**src/rtl/fifo_match_queue_pkg.sv**
```systemverilog
// Shared helpers for fifo_match_queue: pointer wrap, age index and count width.
// Optional feature macro: FIFO_MATCH_FWD_EN (youngest-match data forwarding).
package fifo_match_queue_pkg;

    // Combined push/pop operation of one cycle, ordered as {push, pop}
    typedef enum logic [1:0] {
        OP_IDLE = 2'b00,
        OP_POP  = 2'b01,
        OP_PUSH = 2'b10,
        OP_BOTH = 2'b11
    } fifo_op_e;

    // Occupancy counter must hold DEPTH itself, hence one bit more than a pointer
    function automatic int count_width(input int addr_width);
        return addr_width + 1;
    endfunction

    // Explicit compare-and-wrap so non-power-of-two depths never exceed DEPTH-1
    function automatic int unsigned ptr_inc(input int unsigned ptr, input int unsigned depth);
        return (ptr == depth - 1) ? 0 : ptr + 1;
    endfunction

    // Distance of slot idx from the oldest slot (tail); larger means younger
    function automatic int unsigned age_index(input int unsigned idx, input int unsigned tail,
                                              input int unsigned depth);
        return (idx >= tail) ? idx - tail : idx + depth - tail;
    endfunction

endpackage

```
**src/rtl/fifo_match_queue_if.sv**
```systemverilog
// Bus bundle for fifo_match_queue: push/pop handshakes, status and lookup ports.
//
// Handshake rules: a push transfers on a rising edge where in_valid && in_ready,
// a pop transfers on a rising edge where out_valid && out_ready. in_ready and
// out_valid depend only on registered state, never on in_valid/out_ready, and
// out_data is stable while out_valid is high and no pop transfers.
interface fifo_match_queue_if #(
    parameter int DATA_WIDTH = 32,
    parameter int KEY_WIDTH  = 32,
    parameter int ADDR_WIDTH = 2,
    parameter int NUM_PORTS  = 2
);
    logic                            flush;
    logic                            in_valid;
    logic                            in_ready;
    logic [DATA_WIDTH-1:0]           in_data;
    logic                            out_valid;
    logic                            out_ready;
    logic [DATA_WIDTH-1:0]           out_data;
    logic [ADDR_WIDTH:0]             count;
    logic                            full;
    logic                            empty;
    logic [NUM_PORTS*KEY_WIDTH-1:0]  lk_key;
    logic [NUM_PORTS-1:0]            lk_hit;
    logic [NUM_PORTS*DATA_WIDTH-1:0] lk_data;

    modport master (
        output flush, in_valid, in_data, out_ready, lk_key,
        input  in_ready, out_valid, out_data, count, full, empty, lk_hit, lk_data
    );

    modport slave (
        input  flush, in_valid, in_data, out_ready, lk_key,
        output in_ready, out_valid, out_data, count, full, empty, lk_hit, lk_data
    );
endinterface

```
**src/rtl/fifo_match_queue_slot.sv**
```systemverilog
// One FIFO entry: payload register, valid bit and one key comparator per lookup port.
// Storage is zeroed whenever the entry dies so stale data never reaches out_data.
module fifo_match_queue_slot #(
    parameter int DATA_WIDTH = 32,
    parameter int KEY_WIDTH  = 32,
    parameter int NUM_PORTS  = 2
) (
    input  logic                           clk,
    input  logic                           resetn,
    input  logic                           clr,
    input  logic                           wr_en,
    input  logic                           rd_en,
    input  logic [DATA_WIDTH-1:0]          wr_data,
    input  logic [NUM_PORTS*KEY_WIDTH-1:0] lk_key,
    output logic [DATA_WIDTH-1:0]          slot_data,
    output logic [NUM_PORTS-1:0]           slot_hit
);

    logic [DATA_WIDTH-1:0] data_q;
    logic                  valid_q;

    // Entry register: flush beats write, write beats read (never the same slot together)
    always_ff @(posedge clk or negedge resetn) begin
        if (!resetn) begin
            data_q  <= '0;
            valid_q <= 1'b0;
        end else if (clr) begin
            data_q  <= '0;
            valid_q <= 1'b0;
        end else if (wr_en) begin
            data_q  <= wr_data;
            valid_q <= 1'b1;
        end else if (rd_en) begin
            data_q  <= '0;
            valid_q <= 1'b0;
        end
    end

    // Per-port key compare, gated by valid so zeroed storage never matches key 0
    always_comb begin
        slot_hit = '0;
        for (int p = 0; p < NUM_PORTS; p++) begin
            slot_hit[p] = valid_q && (data_q[KEY_WIDTH-1:0] == lk_key[p*KEY_WIDTH +: KEY_WIDTH]);
        end
    end

    assign slot_data = data_q;

endmodule

```
**src/rtl/fifo_match_queue.sv**
```systemverilog
// FIFO with associative lookup ports, used to track outstanding stores for
// read-after-write hazard checks between the LSU and the AXI bridge.
// Optional feature macro: FIFO_MATCH_FWD_EN -- when defined, lk_data returns the
// youngest matching entry per port; otherwise lk_data is tied to zero.
module fifo_match_queue
    import fifo_match_queue_pkg::*;
#(
    parameter int DATA_WIDTH = 32,
    parameter int KEY_WIDTH  = 32,
    parameter int DEPTH      = 4,
    parameter int ADDR_WIDTH = 2,
    parameter int NUM_PORTS  = 2
) (
    input  logic               clk,
    input  logic               resetn,
    fifo_match_queue_if.slave  bus
);

    localparam int CW = count_width(ADDR_WIDTH);

    logic [ADDR_WIDTH-1:0]       head;
    logic [ADDR_WIDTH-1:0]       tail;
    logic [CW-1:0]               count_q;
    logic                        full;
    logic                        empty;
    logic                        push;
    logic                        pop;
    fifo_op_e                    op;

    logic [DATA_WIDTH-1:0]       slot_data [DEPTH];
    logic [NUM_PORTS-1:0]        slot_hit  [DEPTH];
    logic [NUM_PORTS-1:0]        hit_vec;
    logic [NUM_PORTS*DATA_WIDTH-1:0] fwd_data;

    // Status and handshake qualification, all from registered state
    assign full  = (count_q == CW'(DEPTH));
    assign empty = (count_q == '0);
    assign push  = bus.in_valid  && !full;
    assign pop   = bus.out_ready && !empty;
    assign op    = fifo_op_e'({push, pop});

    // Pointer and occupancy registers; flush overrides any push/pop of the cycle
    always_ff @(posedge clk or negedge resetn) begin
        if (!resetn) begin
            head    <= '0;
            tail    <= '0;
            count_q <= '0;
        end else if (bus.flush) begin
            head    <= '0;
            tail    <= '0;
            count_q <= '0;
        end else begin
            if (push) begin
                head <= ADDR_WIDTH'(ptr_inc(32'(head), DEPTH));
            end
            if (pop) begin
                tail <= ADDR_WIDTH'(ptr_inc(32'(tail), DEPTH));
            end
            case (op)
                OP_PUSH: count_q <= count_q + CW'(1);
                OP_POP:  count_q <= count_q - CW'(1);
                default: count_q <= count_q;
            endcase
        end
    end

    // Entry storage, one slot per FIFO position
    for (genvar i = 0; i < DEPTH; i++) begin : g_slot
        fifo_match_queue_slot #(
            .DATA_WIDTH (DATA_WIDTH),
            .KEY_WIDTH  (KEY_WIDTH),
            .NUM_PORTS  (NUM_PORTS)
        ) u_slot (
            .clk       (clk),
            .resetn    (resetn),
            .clr       (bus.flush),
            .wr_en     (push && (head == ADDR_WIDTH'(i))),
            .rd_en     (pop  && (tail == ADDR_WIDTH'(i))),
            .wr_data   (bus.in_data),
            .lk_key    (bus.lk_key),
            .slot_data (slot_data[i]),
            .slot_hit  (slot_hit[i])
        );
    end

    // Per-port hit: OR of every slot's comparator (an entry popping this cycle still counts)
    always_comb begin
        hit_vec = '0;
        for (int p = 0; p < NUM_PORTS; p++) begin
            for (int i = 0; i < DEPTH; i++) begin
                hit_vec[p] = hit_vec[p] | slot_hit[i][p];
            end
        end
    end

`ifdef FIFO_MATCH_FWD_EN
    // Youngest-match select: the hitting slot with the largest age from tail wins
    always_comb begin : p_fwd_select
        int   best_age;
        int   age;
        logic found;
        fwd_data = '0;
        best_age = 0;
        age      = 0;
        found    = 1'b0;
        for (int p = 0; p < NUM_PORTS; p++) begin
            best_age = 0;
            found    = 1'b0;
            for (int i = 0; i < DEPTH; i++) begin
                age = int'(age_index(32'(i), 32'(tail), DEPTH));
                if (slot_hit[i][p] && (!found || age > best_age)) begin
                    found    = 1'b1;
                    best_age = age;
                    fwd_data[p*DATA_WIDTH +: DATA_WIDTH] = slot_data[i];
                end
            end
        end
    end
`else
    assign fwd_data = '0;
`endif

    assign bus.in_ready  = !full;
    assign bus.out_valid = !empty;
    assign bus.out_data  = empty ? '0 : slot_data[tail];
    assign bus.count     = count_q;
    assign bus.full      = full;
    assign bus.empty     = empty;
    assign bus.lk_hit    = hit_vec;
    assign bus.lk_data   = fwd_data;

endmodule
```
**src/flat_wrapper.sv**
```systemverilog
// flat-port wrapper written by rule: the top's interface ports become plain ports
module fifo_match_queue_flat import fifo_match_queue_pkg::*;
#(
    parameter int DATA_WIDTH = 32,
    parameter int KEY_WIDTH  = 32,
    parameter int DEPTH      = 4,
    parameter int ADDR_WIDTH = 2,
    parameter int NUM_PORTS  = 2
)
  (clk, resetn, bus_flush, bus_in_valid, bus_in_data, bus_out_ready, bus_lk_key, bus_in_ready, bus_out_valid, bus_out_data, bus_count, bus_full, bus_empty, bus_lk_hit, bus_lk_data);
  fifo_match_queue_if #(.DATA_WIDTH(DATA_WIDTH), .KEY_WIDTH(KEY_WIDTH), .ADDR_WIDTH(ADDR_WIDTH), .NUM_PORTS(NUM_PORTS)) bus_i ();
  input  logic clk;
  input  logic resetn;
  input wire logic [$bits(bus_i.flush)-1:0] bus_flush;
  input wire logic [$bits(bus_i.in_valid)-1:0] bus_in_valid;
  input wire logic [$bits(bus_i.in_data)-1:0] bus_in_data;
  input wire logic [$bits(bus_i.out_ready)-1:0] bus_out_ready;
  input wire logic [$bits(bus_i.lk_key)-1:0] bus_lk_key;
  output wire logic [$bits(bus_i.in_ready)-1:0] bus_in_ready;
  output wire logic [$bits(bus_i.out_valid)-1:0] bus_out_valid;
  output wire logic [$bits(bus_i.out_data)-1:0] bus_out_data;
  output wire logic [$bits(bus_i.count)-1:0] bus_count;
  output wire logic [$bits(bus_i.full)-1:0] bus_full;
  output wire logic [$bits(bus_i.empty)-1:0] bus_empty;
  output wire logic [$bits(bus_i.lk_hit)-1:0] bus_lk_hit;
  output wire logic [$bits(bus_i.lk_data)-1:0] bus_lk_data;
  assign bus_i.flush = bus_flush;
  assign bus_i.in_valid = bus_in_valid;
  assign bus_i.in_data = bus_in_data;
  assign bus_i.out_ready = bus_out_ready;
  assign bus_i.lk_key = bus_lk_key;
  assign bus_in_ready = bus_i.in_ready;
  assign bus_out_valid = bus_i.out_valid;
  assign bus_out_data = bus_i.out_data;
  assign bus_count = bus_i.count;
  assign bus_full = bus_i.full;
  assign bus_empty = bus_i.empty;
  assign bus_lk_hit = bus_i.lk_hit;
  assign bus_lk_data = bus_i.lk_data;
  fifo_match_queue #(.DATA_WIDTH(DATA_WIDTH), .KEY_WIDTH(KEY_WIDTH), .DEPTH(DEPTH), .ADDR_WIDTH(ADDR_WIDTH), .NUM_PORTS(NUM_PORTS)) u_core (.clk(clk), .resetn(resetn), .bus(bus_i));
endmodule
```
**config.mk**
```make
export PLATFORM = sky130hd
export DESIGN_NAME = fifo_match_queue_flat
export DESIGN_NICKNAME = d
export VERILOG_FILES = /design/src/rtl/fifo_match_queue_pkg.sv /design/src/rtl/fifo_match_queue_if.sv /design/src/rtl/fifo_match_queue_slot.sv /design/src/rtl/fifo_match_queue.sv /design/src/flat_wrapper.sv
export SDC_FILE = /design/constraint.sdc
export NUM_CORES = 1
export LEC_CHECK = 0
export BUFFER_PORTS_ARGS = -buffer_cell sky130_fd_sc_hd__buf_2
export CAP_MARGIN = 20
export CORE_MARGIN = 2
export CORE_UTILIZATION = 45
export CTS_CLUSTER_SIZE = 20
export DETAILED_ROUTE_END_ITERATION = 8
export GPL_TIMING_DRIVEN = 0
export PLACE_DENSITY_LB_ADDON = 0.15
export SLEW_MARGIN = 20
export SYNTH_ARGS = -nofsm -noshare
export SYNTH_HDL_FRONTEND = slang
export SYNTH_HIERARCHICAL = 1
export SYNTH_SLANG_ARGS = --single-unit
```
**constraint.sdc**
```tcl
create_clock -name clk -period 5.65 [get_ports clk]
set_clock_uncertainty 0.1 [all_clocks]
set_input_delay 0.565 -clock clk [delete_from_list [all_inputs] [get_ports clk]]
set_output_delay 0.565 -clock clk [all_outputs]
set_load 0.01 [all_outputs]
```
==> results.cfg <==
[outcome]
outcome = finished, final reports clean

[worst_setup_path]
worstPathArrival_ns = 2.35
r2r_slack_ns = 2.93
critPathKind = flop to output pin
slowest_delay_ns = 0.52
cp_top_family = simple AND/OR/NAND/NOR gates
critPathBufInv = 1
end_kind = output pin
cp_max_fo = 4
crit_path_start_kind = flop
cp_cell_sequence = xor2_1, nor4_1, nand3_1, nor3_2, or4_1, buf_2
critPathRequiredTime_ns = 4.99
cpMaxStageDelayCell = nor4_1

[yosys]
synth_cells = 878
ys.flop_type = dfrtp_1
synth.distinct_cells = 42
ys_top_cells_by_area = dfrtp_1 36%, xor2_1 22%, a22o_1 11%
avgSynthCellArea_um2 = 11.00
synth_top_area_cell = dfrtp_1
synth_top_area_share = 0.3603
synth_edf_count = 0
ys_ff_latch = 139
postSynth.asyncResetShare = 1.000
synth_warnings = 6
synth_area_um2 = 9654
yosysSeqAreaShare = 0.3603

[route]
first_pass_iters = 5
first_iter_violations = 648
drc = 0
wl_um = 33260
ant_nets = 0
avgViaCountPerCell = 5.642
wl_per_cell_um = 23.93
num_vias = 7843

[timing]
setup_violations = 0
fmax_mhz = 331.3
tightest_slew_ns = 0.7285
maxSlewViolCount = 0
slew_headroom = 0.5143
setup_tns_ns = 0
setup_ws_ns = 2.631
hold_viol = 0
fin_crit_sh = 0.5343
rsz0062_at_grt = no
final.min_clock_period_ns = 3.019

[clocking]
path_clk_slew_ns = 0.06
cts.sinks = 139
cts.repair.resized = 0
post_cts_buffers = 0
clkLatencyLatePin_ns = 0.42
cts_tree = yes
cts_root_buf = clkbuf_16
ctsHtreeMaxLevel = 4
clock_path_buffers = 2
cts_made_buffers = 17

[hold_path]
min_path_type = input port to flop

[cells_and_area]
final_area_um2 = 11600
syn_to_final_growth_pct = 20.11
drive_gt1_frac = 0.2861
antennaDiodeCount = 0
num-fill-cells = 1943
regArea_um2 = 3478
multiInputGateArea_um2 = 5645
utilization = 0.5516
num-nets-final = 1212

[global_route]
grt_first_pass_wirelength_um = 48580
grt_max_degree = 93
grt_pass1_vias = 7617
grt_use_total = 0.2996
antenna_found_initial = 0
grt-ovfl-total = 0

[floorplanning]
core-area_um2 = 21020
pin_count = 206
dieArea_um2 = 22640
start_util = 0.4593
die_width_um = 150.5
row_count = 53
die_h_um = 150.5

[power_and_ir_drop]
ir_worst_vdd_v = 0.0001955
leakage_nw = 6.043
p_per_area_nw_per_um2 = 259.9

[placement]
dpl_cell_area_um2 = 10970
hpwlAfterDp_um = 24710
dp_slack_ns = 2.813
port_buffers = 140
place_congestion = 0.9352

[run]
drv_cap = 0
## worst paths after layout
check,startpoint,endpoint,cells past startpoint
max,u_core/g_slot[2].u_slot/slot_data[15],bus_lk_hit[0],6
min,bus_in_data[4],u_core/g_slot[2].u_slot/slot_data[4],2
max reg2reg,u_core/tail[1],u_core/g_slot[0].u_slot/slot_data[1],8
min reg2reg,u_core/g_slot[2].u_slot/valid_q,u_core/g_slot[2].u_slot/valid_q,2
max in group asynchronous,resetn,u_core/g_slot[3].u_slot/slot_data[28],3
min in group asynchronous,resetn,u_core/g_slot[3].u_slot/slot_data[3],2
## flip-flops by register name, indices dropped and copies added, names as in the netlist
| register | flops |
|---|---|
| u_core/g_slot.u_slot/slot_data | 128 |
| u_core/g_slot.u_slot/valid_q | 4 |
| u_core/bus.count | 3 |
| u_core/head | 2 |
| u_core/tail | 2 |
## cells in the final DEF, fill, tap and decap left out, types with 10 or more instances in the layout
cell / instances
nand3_1: 20
nor3_1: 13
buf_4: 64
clkbuf_1: 11
dfrtp_1: 139
clkbuf_16: 17
a21oi_1: 10
conb_1: 64
buf_2: 170
inv_1: 10
xnor2_1: 10
mux4_2: 32
xor2_1: 248
nor4_1: 56
a22o_1: 124
and2_1: 32
## repair_timing
item,4_1_cts,5_1_grt
hold buffers,1,0
endpoints found under the setup margin,0,0
endpoints found under the hold margin,47,0
## per-stage QoR
stage	total power, W	std cells	hold WS (ns)
after floorplan	0.001540	941	0.1694
after global placement	0.001832	1356	0.4528
after detailed placement	0.001840	1357	0.3929
after CTS	0.003019	1390	0.2871
after global routing	0.003129	1390	0.3051
final	0.003014	1390	0.3054
## cells in the mapped netlist (all sizes together) (2+ instances only)
master  count
a22o      128
a21oi      10
nand3      20
clkbuf      8
xor2      248
inv        10
mux4       32
ha          8
xnor2      10
or4         2
o21ai       2
a21o        2
dfrtp     139
nor4       56
buf       100
or3         3
nor3       21
nor2        7
and3        8
nand2       8
or2         2
and2       32
nand4       8
nor2b       4
## area by class of cell
class,instances,share of cell area
sequential,139,0.3000
timing repair buffer,142,0.06452
tap,275,0.02967
clock buffer,23,0.04122
buffer,108,0.06290
inverter,10,0.003237
multi-input combinational,684,0.4868
clock inverter,9,0.01165
## power by group
group          leakage, nW  internal, W  switching, W
combinational         3.84     0.000291      0.000405
clock                0.290     0.000732      0.000446
sequential            1.91      0.00105     0.0000923
## layer usage
| layer | vias to the layer above | global-route usage | routed length, um |
|---|---|---|---|
| li1 | 3503 | - | - |
| met4 | 0 | 0.1085 | 945 |
| met5 | - | 0 | 0 |
| met3 | 58 | 0.06152 | 3214 |
| met1 | 3830 | 0.4252 | 14090 |
| met2 | 452 | 0.4545 | 15010 |
## cells by family (layout without fill, tap and decap cells)
group                      count (synthesis)  after routing  share of synthesized area
muxes                                     32             32                    0.07465
DFF                                      139            139                     0.3603
buffers and inverters                    118            292                    0.07945
adders and majority gates                  9              9                    0.01244
other                                      1             64                  0.0003884
AOI/OAI and AO/OA                        146            146                     0.1278
xor gates and xnor gates                 258            258                     0.2341
and+or+nand+nor                          175            175                     0.1109
## worst register-to-register path, cell delays in order (launching register included)
cell	delay, ns
dfrtp_1	0.37
buf_2	0.26
buf_2	0.42
inv_1	0.12
ha_1	0.19
and3_1	0.18
nor3_2	0.35
buf_2	0.42
a22o_1	0.23
Note: power is estimated with default switching activity, not from simulation.
